**src/rtl/shift_deser.sv**
```systemverilog
// Serial-in / parallel-out receiver: rebuilds WIDTH-bit words from a SYNC-framed
// bit stream and presents each completed word with a one-cycle VALID pulse.
module shift_deser #(
    parameter int unsigned WIDTH     = 16,
    parameter bit          MSB_FIRST = 1'b1
) (
    input  logic                     CLK,
    input  logic                     A_CLR,
    input  logic                     EN,
    input  logic                     SIN,
    input  logic                     SYNC,
    output logic [WIDTH-1:0]         OUT,
    output logic                     VALID,
    output logic                     BUSY,
    output logic                     FRAME_ERR,
    output logic [$clog2(WIDTH)-1:0] BITCNT
);

    localparam int unsigned   CW       = $clog2(WIDTH);
    localparam logic [CW-1:0] LAST_BIT = CW'(WIDTH - 1);

    typedef enum logic {
        IDLE  = 1'b0,
        SHIFT = 1'b1
    } state_t;

    state_t           state;
    logic [WIDTH-1:0] sr;
    logic [WIDTH-1:0] sr_shift_c;
    logic [WIDTH-1:0] sr_first_c;

    // Bit order: continuing shift and first-bit-of-frame images of the shift register
    generate
        if (MSB_FIRST) begin : g_msb_first
            assign sr_shift_c = {sr[WIDTH-2:0], SIN};
            assign sr_first_c = {{(WIDTH-1){1'b0}}, SIN};
        end else begin : g_lsb_first
            assign sr_shift_c = {SIN, sr[WIDTH-1:1]};
            assign sr_first_c = {SIN, {(WIDTH-1){1'b0}}};
        end
    endgenerate

    assign BUSY = (state == SHIFT);

    // Frame FSM; EN=0 freezes everything and only lets the pulses drop
    always_ff @(posedge CLK or posedge A_CLR) begin
        if (A_CLR) begin
            state     <= IDLE;
            sr        <= '0;
            OUT       <= '0;
            BITCNT    <= '0;
            VALID     <= 1'b0;
            FRAME_ERR <= 1'b0;
        end else begin
            VALID     <= 1'b0;
            FRAME_ERR <= 1'b0;
            if (EN) begin
                case (state)
                    IDLE: begin
                        if (SYNC) begin
                            sr     <= sr_first_c;
                            BITCNT <= CW'(1);
                            state  <= SHIFT;
                        end
                    end
                    SHIFT: begin
                        // SYNC wins even over the would-be last bit
                        if (SYNC) begin
                            sr        <= sr_first_c;
                            BITCNT    <= CW'(1);
                            FRAME_ERR <= 1'b1;
                        end else if (BITCNT == LAST_BIT) begin
                            sr     <= sr_shift_c;
                            OUT    <= sr_shift_c;
                            VALID  <= 1'b1;
                            BITCNT <= '0;
                            state  <= IDLE;
                        end else begin
                            sr     <= sr_shift_c;
                            BITCNT <= BITCNT + CW'(1);
                        end
                    end
                    default: state <= IDLE;
                endcase
            end
        end
    end

endmodule

```
**config.mk**
```make
export PLATFORM = sky130hd
export DESIGN_NAME = shift_deser
export DESIGN_NICKNAME = d
export VERILOG_FILES = /design/src/rtl/shift_deser.sv
export SDC_FILE = /design/constraint.sdc
export NUM_CORES = 1
export LEC_CHECK = 0
export BUFFER_PORTS_ARGS = -buffer_cell sky130_fd_sc_hd__buf_2
export CORE_UTILIZATION = 45
export DETAILED_ROUTE_END_ITERATION = 8
export PLACE_DENSITY = 0.67
export SETUP_SLACK_MARGIN = 0.2
export SLEW_MARGIN = 20
export SYNTH_ARGS = -nofsm -noshare
export SYNTH_HDL_FRONTEND = slang
export SYNTH_SLANG_ARGS = --single-unit
```
**constraint.sdc**
```tcl
create_clock -name CLK -period 2 [get_ports CLK]
set_input_delay 0.3 -clock CLK [delete_from_list [all_inputs] [get_ports CLK]]
set_output_delay 0.3 -clock CLK [all_outputs]
set_load 0.005 [all_outputs]
```
==> flow_summary.ini <==
[status]
status = completed

[timing]
max_clock_freq_mhz = 610
setup_tns_ns = 0
min_period_over_period = 0.820
relSlewSlack = 0.683
slew_viol_final = 0
finalClockSkew_ns = 0.00683
hold_ws_ns = 0.208
setup_violations = 0
tightest_slew_ns = 0.475
rsz0062_at_grt = false
hold_viol_final = 0
period_minus_slack_ns = 1.64

[floorplan]
ios = 28
die_w_um = 61.0
die_area_um2 = 3720
start_util = 0.469
core_area_um2 = 3340
die-height_um = 61.0
rows = 21

[worst_setup_path]
critPathSlowestCell = dfrtp_1
startpoint_type = register
cp-end-kind = register
cp.arrival_ns = 1.87
reg2reg_from = BITCNT[1]
crit_chain = ha_1 > nand3_2 > nor3_4 > buf_12 > mux2_2
cp.required_ns = 2.23
cp_max_fo = 17
startpoint = BITCNT[1]
slowest_delay_ns = 0.42
path_class = reg2reg

[worst_hold_path]
hold_path_startpoint = SIN
min_path_type = in2reg

[routing]
vias_per_cell = 5.35
wl_per_cell_um = 14.4
antenna_left = 0
via_count = 1033
remaining_drc_errors = 0
first_iter_violations = 32
drt-pass1-iter-count = 4
wl_mm = 2.79

[cts]
htree_levels = 2
root_buffer = clkbuf_4
clk_pin_slew_ns = 0.11
clock_sinks = 38
cts_tree = built
clk_latency_ns = 0.33
numCtsBuffers = 5
cts_resized = 0
clk_path_buf_depth = 2

[pwr]
power_density_nw_per_um2 = 797
leakage_nw = 0.936
p_total_mw = 1.48
ir_worst_vdd_uv = 544

[synthesis]
syn-instance-count = 112
synth-edff-count = 0
yosysWarningCount = 0
ys_async_sr_fraction = 1.00
synthFlopType = dfrtp_1
syn-num-nets = 118
avgSynthCellArea_um2 = 14.0
synthesis.area_um2 = 1570
ys_ff_latch = 38
seq_area_frac_synth = 0.608
synth_cell_type_count = 24

[layout]
diodes = 0
drive_gt1_frac = 0.408
final_cell_mix = dfrtp_1, buf_2, a22o_1
design_area_um2 = 1850
fillers = 305
multi_input_area_um2 = 554
final_common_cell = dfrtp_1
nNetsFinal = 152
area_growth_pct = 18.3
fin_util = 0.555
ff_latch_area_um2 = 951

[placement]
place_area_um2 = 1780
routabilityCongestion = 0.756
dp_hpwl_mm = 1.93
portBuffers = 27

[global_routing]
grt_start_max_net_pins = 18
grt_pass1_vias = 1013
track_usage = 0.176
antenna_found_initial = 0
grt_overflow = 0
grt_pass1_wl_mm = 4.66

[flow_run]
max_cap_violations = 0
[per-layer routing]
metal	wire length, um	GRT usage	up-vias
li1	-	-	476
met1	1310	0.234	526
met2	1330	0.272	29
met3	125	0.0533	2
met4	15	0.0682	0
met5	0	0	-
[what timing repair did]
action,in CTS,in global routing
buffers inserted,0,0
hold buffers,1,0
endpoints found under the hold margin,11,0
[cell families (layout without fill, tap and decap cells)]
family,count (synthesis),in the layout,synth area share
flip-flops,38,38,0.608
AO/OA/AOI/OAI,28,28,0.137
multiplexers,17,17,0.144
AND/OR/NAND/NOR,14,14,0.0656
buffers and inverters,14,49,0.0384
adder cells (fa/ha/maj),1,1,0.00799
[area by class of cell]
| type | count | share of cell area |
|---|---|---|
| Inverter | 8 | 0.0162 |
| Sequential cell | 38 | 0.514 |
| Clock buffer | 6 | 0.0277 |
| Multi-Input combinational cell | 60 | 0.299 |
| Timing Repair Buffer | 33 | 0.105 |
| Tap cell | 46 | 0.0311 |
| Clock inverter | 2 | 0.00676 |
[path summary, 6_finish.rpt]
kind | end | slack, ns | depth (start not counted)
worst max-delay path | OUT[15] | 0.36 | 5
worst min-delay path | OUT[0] | 0.21 | 2
worst max register to register | OUT[15] | 0.36 | 5
worst min register to register | OUT[14] | 0.52 | 1
max in group asynchronous | FRAME_ERR | 0.93 | 4
min in group asynchronous | sr[4] | 0.51 | 3
[where the power goes]
part	internal (mW)	switching (mW)	total, mW
registers	0.814	0.0571	0.872
logic	0.0968	0.0969	0.194
clock network	0.169	0.241	0.410
[worst max-delay path, delay by kind of cell (launching register included)]
kind,cells,cell delay [ns]
buf+inv,1,0.19
fa+ha+maj,1,0.28
mux,1,0.34
flops,1,0.42
simple gates,2,0.30
[Yosys cell counts, types with 2 or more instances]
cell,count,area [um^2]
and2_1,2,12.5
dfrtp_1,38,951
nand2_1,3,11.3
inv_1,8,30.0
o21ai_0,2,10.0
o22ai_1,6,37.5
a21oi_1,2,10.0
a22o_1,11,96.3
clkbuf_1,5,18.8
nand4_1,2,12.5
mux2_2,8,90.1
mux2_4,9,135
a2bb2oi_1,5,43.8
[state kept, by name, indices dropped and copies added, names as in the netlist]
signal,cells
BUSY,1
OUT,16
BITCNT,4
sr,15
FRAME_ERR,1
VALID,1
[through the flow]
stage / std cells / worst slack [ns]
after global routing: 193 / 0.268
after global placement: 184 / 0.437
final: 193 / 0.360
after floorplan: 112 / 0.338
after CTS: 193 / 0.355
after detailed placement: 184 / 0.373
Note: power is estimated with default switching activity, not from simulation.
